==> src/rtl/multi_cycle_controller.sv <==
// Main control FSM for the multi-cycle CPU: sequences the shared ALU, the unified
// memory port, IR, PC and register file, stalling on the memory ready handshake.
module multi_cycle_controller #(
  parameter int STATE_W = 4
) (
  input  logic               clk,
  input  logic               reset,
  input  logic [5:0]         opcode,
  input  logic [5:0]         funct,
  input  logic               zero,
  input  logic               mem_ready,
  output logic               pc_en,
  output logic               iord,
  output logic               mem_write,
  output logic               ir_write,
  output logic               reg_dst,
  output logic               mem_to_reg,
  output logic               reg_write,
  output logic               alu_src_a,
  output logic [1:0]         alu_src_b,
  output logic [2:0]         alu_control,
  output logic [1:0]         pc_src,
  output logic               retire,
  output logic               illegal,
  output logic [STATE_W-1:0] state_debug
);

  typedef enum logic [3:0] {
    FETCH  = 4'd0,
    DECODE = 4'd1,
    MEMADR = 4'd2,
    MEMRD  = 4'd3,
    MEMWB  = 4'd4,
    MEMWR  = 4'd5,
    EXEC   = 4'd6,
    ALUWB  = 4'd7,
    BRANCH = 4'd8,
    ADDIEX = 4'd9,
    ADDIWB = 4'd10,
    JUMP   = 4'd11
  } state_t;

  localparam logic [5:0] OP_RTYPE = 6'b000000;
  localparam logic [5:0] OP_LW    = 6'b100011;
  localparam logic [5:0] OP_SW    = 6'b101011;
  localparam logic [5:0] OP_BEQ   = 6'b000100;
  localparam logic [5:0] OP_ADDI  = 6'b001000;
  localparam logic [5:0] OP_J     = 6'b000010;

  localparam logic [2:0] ALU_ADD = 3'b010;
  localparam logic [2:0] ALU_SUB = 3'b110;
  localparam logic [2:0] ALU_AND = 3'b000;
  localparam logic [2:0] ALU_OR  = 3'b001;
  localparam logic [2:0] ALU_SLT = 3'b111;

  state_t state_r;
  state_t next_state_s;

  function automatic logic funct_legal(input logic [5:0] f);
    case (f)
      6'b100000, 6'b100010, 6'b100100, 6'b100101, 6'b101010: funct_legal = 1'b1;
      default:                                               funct_legal = 1'b0;
    endcase
  endfunction

  function automatic logic [2:0] funct_alu(input logic [5:0] f);
    case (f)
      6'b100000: funct_alu = ALU_ADD;
      6'b100010: funct_alu = ALU_SUB;
      6'b100100: funct_alu = ALU_AND;
      6'b100101: funct_alu = ALU_OR;
      6'b101010: funct_alu = ALU_SLT;
      default:   funct_alu = ALU_ADD;
    endcase
  endfunction

  // State register
  always_ff @(posedge clk or negedge reset) begin
    if (!reset) begin
      state_r <= FETCH;
    end else begin
      state_r <= next_state_s;
    end
  end

  // Next-state and control decode; everything is held at 0 while reset is asserted
  always_comb begin
    next_state_s = FETCH;
    pc_en        = 1'b0;
    iord         = 1'b0;
    mem_write    = 1'b0;
    ir_write     = 1'b0;
    reg_dst      = 1'b0;
    mem_to_reg   = 1'b0;
    reg_write    = 1'b0;
    alu_src_a    = 1'b0;
    alu_src_b    = 2'b00;
    alu_control  = ALU_ADD;
    pc_src       = 2'b00;
    retire       = 1'b0;
    illegal      = 1'b0;
    state_debug  = '0;
    if (!reset) begin
      alu_control  = 3'b000;
      next_state_s = FETCH;
    end else begin
      state_debug = STATE_W'(state_r);
      case (state_r)
        FETCH: begin
          alu_src_b = 2'b01;
          ir_write  = mem_ready;
          pc_en     = mem_ready;
          next_state_s = mem_ready ? DECODE : FETCH;
        end
        DECODE: begin
          alu_src_b = 2'b11;
          case (opcode)
            OP_RTYPE: begin
              if (funct_legal(funct)) begin
                next_state_s = EXEC;
              end else begin
                illegal      = 1'b1;
                next_state_s = FETCH;
              end
            end
            OP_LW, OP_SW: next_state_s = MEMADR;
            OP_BEQ:       next_state_s = BRANCH;
            OP_ADDI:      next_state_s = ADDIEX;
            OP_J:         next_state_s = JUMP;
            default: begin
              illegal      = 1'b1;
              next_state_s = FETCH;
            end
          endcase
        end
        MEMADR: begin
          alu_src_a    = 1'b1;
          alu_src_b    = 2'b10;
          next_state_s = (opcode == OP_SW) ? MEMWR : MEMRD;
        end
        MEMRD: begin
          iord         = 1'b1;
          next_state_s = mem_ready ? MEMWB : MEMRD;
        end
        MEMWB: begin
          mem_to_reg   = 1'b1;
          reg_write    = 1'b1;
          retire       = 1'b1;
          next_state_s = FETCH;
        end
        MEMWR: begin
          // Strobe stays up until the memory accepts the write
          iord         = 1'b1;
          mem_write    = 1'b1;
          retire       = mem_ready;
          next_state_s = mem_ready ? FETCH : MEMWR;
        end
        EXEC: begin
          alu_src_a    = 1'b1;
          alu_control  = funct_alu(funct);
          next_state_s = ALUWB;
        end
        ALUWB: begin
          reg_dst      = 1'b1;
          reg_write    = 1'b1;
          retire       = 1'b1;
          next_state_s = FETCH;
        end
        BRANCH: begin
          alu_src_a    = 1'b1;
          alu_control  = ALU_SUB;
          pc_src       = 2'b01;
          pc_en        = zero;
          retire       = 1'b1;
          next_state_s = FETCH;
        end
        ADDIEX: begin
          alu_src_a    = 1'b1;
          alu_src_b    = 2'b10;
          next_state_s = ADDIWB;
        end
        ADDIWB: begin
          reg_write    = 1'b1;
          retire       = 1'b1;
          next_state_s = FETCH;
        end
        JUMP: begin
          pc_src       = 2'b10;
          pc_en        = 1'b1;
          retire       = 1'b1;
          next_state_s = FETCH;
        end
        default: begin
          next_state_s = FETCH;
        end
      endcase
    end
  end

endmodule

==> config.mk <==
export PLATFORM = sky130hd
export DESIGN_NAME = multi_cycle_controller
export DESIGN_NICKNAME = d
export VERILOG_FILES = /design/src/rtl/multi_cycle_controller.sv
export SDC_FILE = /design/constraint.sdc
export NUM_CORES = 1
export LEC_CHECK = 0
export CAP_MARGIN = 40
export CORE_MARGIN = 5
export CORE_UTILIZATION = 25
export CTS_CLUSTER_SIZE = 20
export DETAILED_ROUTE_END_ITERATION = 16
export GPL_TIMING_DRIVEN = 0
export HOLD_SLACK_MARGIN = 0.1
export PLACE_DENSITY = 0.56
export SLEW_MARGIN = 25
export SYNTH_ARGS = -nofsm -noshare
export SYNTH_HDL_FRONTEND = slang
export SYNTH_SLANG_ARGS = --single-unit
==> constraint.sdc <==
create_clock -name clk -period 3.1 [get_ports clk]
set_input_delay 0.62 -clock clk [delete_from_list [all_inputs] [get_ports clk]]
set_output_delay 0.62 -clock clk [all_outputs]
set_load 0.03 [all_outputs]
# Yosys cells after proc, flatten, opt, wreduce, memory -nomap -nowiden
# Cells that the tools add are included.
[totals]
input_bits = 16
reg_bits = 4
elab_cells = 74
output_inout_bits = 21
[op_classes]
muxes = 42
n_eq_ne = 21
reduce_logical = 10
[op_table]
columns = ["operator", "count"]
rows = [
  ["$eq 6x6->1 const B", 7],
  ["$pmux 4 s7", 1],
  ["$mux 1", 24],
  ["$pmux 4 s5", 1],
  ["$eq 4x3->1 const B", 4],
  ["$eq 4x4->1 const B", 4],
  ["$mux 3", 5],
  ["$reduce_or 5->1", 3],
  ["$pmux 3 s4", 1],
  ["$eq 4x2->1 const B", 2],
  ["$mux 4", 2],
  ["$eq 6x2->1 const B", 1],
  ["$eq 6x3->1 const B", 1],
  ["$eq 6x4->1 const B", 1],
  ["$logic_not 6->1", 1],
  ["$pmux 2 s3", 1],
  ["$pmux 3 s2", 1],
  ["$reduce_or 2->1", 3],
  ["$eq 4x1->1 const B", 1],
  ["$logic_not 4->1", 1],
  ["$mux 2", 2],
  ["$pmux 1 s2", 2],
  ["$pmux 2 s2", 1],
  ["$reduce_or 4->1", 1],
  ["other kinds (2)", 2],
]

# Logic depth before layout (Yosys ltp)
[depth]
ltp_word = 10
depth_mapped = 5
depth_no_buf = 4

# Worst setup path before layout
# OpenSTA, ideal clock, no wires.
[synth_path]
path_kind = "input to output"
start = "input funct[1]"
end = "output alu_control[0]"
stages = 3
setup_slack_ns = 0.606
required_ns = 2.480
path_buffers = 0
arrival_time_ns = 1.874
cell_sequence = "nor3b_1 > a22oi_1 > nor4_1"
[synth_via]
elab_chain_cells = 4
elab_cells_between_ends = 7
classes_between = "4 x eq/ne; 3 x mux"
[synth_lines]
columns = ["element", "line", "rtl"]
rows = [
  ["start, declared", "9", "input logic [5:0] funct,"],
  ["$eq 6x6->1", "67", "case (f)"],
  ["$pmux 3 s4 (*)", "67", ""],
  ["$pmux 3 s2 (*)", "108", "case (state_r)"],
  ["$mux 3 (*)", "103", "if (!reset) begin"],
  ["end, declared", "21", "output logic [2:0] alu_control,"],
]
# Every way passes the cells marked *; elsewhere a longest branch is shown, timed or not.

# Worst setup path after layout
[layout_path]
start = "input funct[4]"
end = "output alu_control[2]"
# Same word-level chain as after synthesis.

==> results by group <==
Power and ir drop
  • Leak Pwr: 0.4215 nW
  • Pwr Density: 180.4 nW/µm²
  • Total Power: 0.1997 mW
  • Maximum vdd ir drop: 171.7 µV

Setup path
  • Worst-path fanout max: 3
  • Buf+Inv Stages, Crit Path: 2
  • Crit-path max cell delay: approximately 680 ps
  • Delay-heaviest family, CP: buffers and inverters
  • Max stage delay cell, worst path: clkdlybuf4s50_1
  • CP Class: in2out
  • Worst setup SP type: input pin
  • CP endpoint kind: primary output
  • CP Cell Sequence: clkdlybuf4s50_1 > nand2b_1 > nor3_1 > a22oi_1 > nor2_1 > clkdlybuf4s50_1
  • CP Data Required Time: around 2500 ps
  • RR Startpoint: state_r[3]$_DFF_PN0_
  • Worst Path Arrival: 2370 ps
  • R2r endpoint: state_r[1]$_DFF_PN0_
  • CP dominant cell by count: clkdlybuf4s50_1
  • FF-to-FF setup slack: 1590 ps
  • R2r worst-path depth: 5

Drt
  • Routed wire length: 2409 µm
  • Via density: 5.236
  • DR pass1 iterations: 4
  • Routed len/inst: 13.84 µm
  • Remaining DRCs: 0
  • Routed via count: 911
  • Final ANT Viol Nets: 0
  • First DRT Iteration DRCs: 30

Die
  • Die Y-Extent: 63.04 µm
  • Starting Density: 25.72%
  • # rows: 19
  • Core Area: ~2700 µm²
  • IO Count: 37
  • Die Span X: 63.04 µm
  • Die ar.: 3973 µm²

Placed design
  • Dpl hpwl: 1943 µm
  • Port buffer count: 35
  • Final Wtd Congestion: about 0.83
  • Worst slack, placed: -326.8 ps

CTS
  • Root buf cell: clkbuf_4
  • Worst-path clk slew: 30 ps
  • Clock Sink Count: 4
  • Post_cts resized: 3
  • H-tree depth: 1
  • CTS tree: yes
  • Worst-Skew Late Latency: between 200 and 250 ps
  • Cts bufs inserted: 3
  • CTS Hold Bufs: 0
  • Post-CTS Setup Repair Bufs: 0
  • Clk buf depth: 2

Final layout
  • Ant diodes: 0
  • Syn-to-layout area delta: 57.47%
  • Nets: 161
  • Biggest regs: state_r x4
  • Reg with most FFs: state_r
  • Max reg flops: 4
  • Share of cells above drive strength 1: 9.091%
  • Filler instances: between 200 and 300

Run status
  • Status: completed

Global route
  • Initial antenna violation count: 0
  • GRT Util Overall: 11.53%
  • First-pass GRT wire length: 3926 µm
  • Gr ovfl total: 0
  • Largest net degree at the start of global routing: 14
  • Vias in the first global route: 901

Timing
  • Final period utilization: approximately 97%
  • Max Fclk: 0.3342 GHz
  • Final setup violation count: 0
  • Final hold slack: 457.7 ps
  • Fin worst setup slack: 107.9 ps
  • RSZ-0062 raised after global routing: no
  • Period minus WS final: ~3000 ps
  • Worst clock skew: about 0.84 ps
  • Least-Margin Pin Slew: 469.3 ps
  • Final hold viol count: 0
  • Final Slew Violations: 0
  • Rel. slew slack: between 60% and 70%

Logic synthesis
  • Syn_area_per_cell: approximately 6.7 µm²
  • Register area share after synthesis: 14.23%
  • Post-Synthesis Net Count: 121
  • Adder-cell share of the synthesized area: 0%
  • Mux share of post-synthesis cell area: 0%
  • Ys Warns: 0
  • Synth unique cells: 36
  • Mapped Cells: 105
  • Number of synthesized flops with an enable pin: 0
  • Async S/R FF share, synth: 100.0%
  • Post-Synth XOR/XNOR Area: 4.982%
  • Largest family of logic cells by synthesized area: simple AND/OR/NAND/NOR gates
  • Post-synthesis compound-gate area fraction: between 20 and 30%
  • Cell area after synthesis: 703.2 µm²
  • Flip-flop and latch count after synthesis: 4
  • Main flop type after synthesis: dfrtp_1
  • Post-synthesis simple-gate area fraction: between 40% and 50%

Hold path
  • HP Class: in2async

Run
  • Max-cap violations: 0
## cells in the final DEF, fill, tap and decap left out, types with 2 or more instances in the layout
| cell type | count |
|---|---|
| inv_1 | 4 |
| xor2_1 | 2 |
| clkbuf_1 | 3 |
| a22oi_1 | 3 |
| clkbuf_4 | 3 |
| and2_1 | 3 |
| nand4_1 | 2 |
| a21oi_1 | 7 |
| nor3b_1 | 3 |
| nor2_1 | 17 |
| nor2b_1 | 3 |
| nand2_1 | 8 |
| a31oi_1 | 2 |
| dlygate4sd2_1 | 2 |
| o21ai_0 | 6 |
| nor3_1 | 7 |
| xnor2_1 | 2 |
| nand2b_1 | 5 |
| and3_1 | 2 |
| dfrtp_1 | 4 |
| buf_2 | 4 |
| clkdlybuf4s50_1 | 32 |
| nor4_1 | 2 |
## cell families (layout without fill, tap and decap cells)
| group | count (synthesis) | in the layout |
|---|---|---|
| buf+inv | 11 | 49 |
| xor+xnor | 4 | 4 |
| compound gates | 27 | 27 |
| simple gates | 59 | 59 |
| flops | 4 | 4 |
## how the worst max path moves through the flow
stage,from,end,cells after the start
finish,funct[4],alu_control[2],6
global route,funct[4],alu_control[2],6
CTS,opcode[0],illegal,6
detailed placement,reset,illegal,5
global placement,reset,illegal,5
floorplan,funct[1],alu_control[0],3
## synthesized netlist by cell type (2+ instances only)
| cell | n | area (µm²) |
|---|---|---|
| o21ai_0 | 6 | 30.03 |
| nor2_1 | 17 | 63.81 |
| clkbuf_1 | 3 | 11.26 |
| dfrtp_1 | 4 | 100.1 |
| nand4_1 | 2 | 12.51 |
| a31oi_1 | 2 | 12.51 |
| buf_2 | 4 | 20.02 |
| nor2b_1 | 3 | 18.77 |
| a22oi_1 | 3 | 22.52 |
| nand2b_1 | 5 | 31.28 |
| nor4_1 | 2 | 12.51 |
| inv_1 | 4 | 15.01 |
| xnor2_1 | 2 | 17.52 |
| a21oi_1 | 7 | 35.03 |
| xor2_1 | 2 | 17.52 |
| nand2_1 | 8 | 30.03 |
| and2_1 | 3 | 18.77 |
| and3_1 | 2 | 12.51 |
| nor3b_1 | 3 | 22.52 |
| nor3_1 | 7 | 35.03 |
## report_power, final
group	switching, mW	total (mW)	internal, mW
clock	0.0168	0.0598	0.0430
combinational	0.0472	0.0856	0.0384
sequential	0.000704	0.0543	0.0536
## stage by stage
stage	setup TNS, ps	cell area (µm²)	instances	utilization, %
after detailed placement	-577.5	1092	171	39.95
after global routing	0	1107	174	40.50
after floorplan	0	703.2	105	-
final	0	1107	174	40.50
after CTS	0	1111	174	40.64
after global placement	-425.2	1092	171	39.95
## per-layer routing
layer	up-vias	part of all wire [%]	GRT usage (%)
met2	43	47	19.87
met4	0	0	2.918
met1	413	42	13.46
met3	0	12	3.957
li1	455	-	-
met5	-	0	0
## area by class of cell
type | instances | area (µm²) | share of cell area, %
plain buffers | 7 | 31.28 | 2.825
clock buffers | 3 | 22.52 | 2.034
inverters | 4 | 15.01 | 1.356
multi-input cells | 90 | 556.8 | 50.28
flip-flops and latches | 4 | 100.1 | 9.040
well taps | 31 | 38.79 | 3.503
repair buffers | 35 | 342.8 | 30.96
Power figures use the tool's default switching activity.
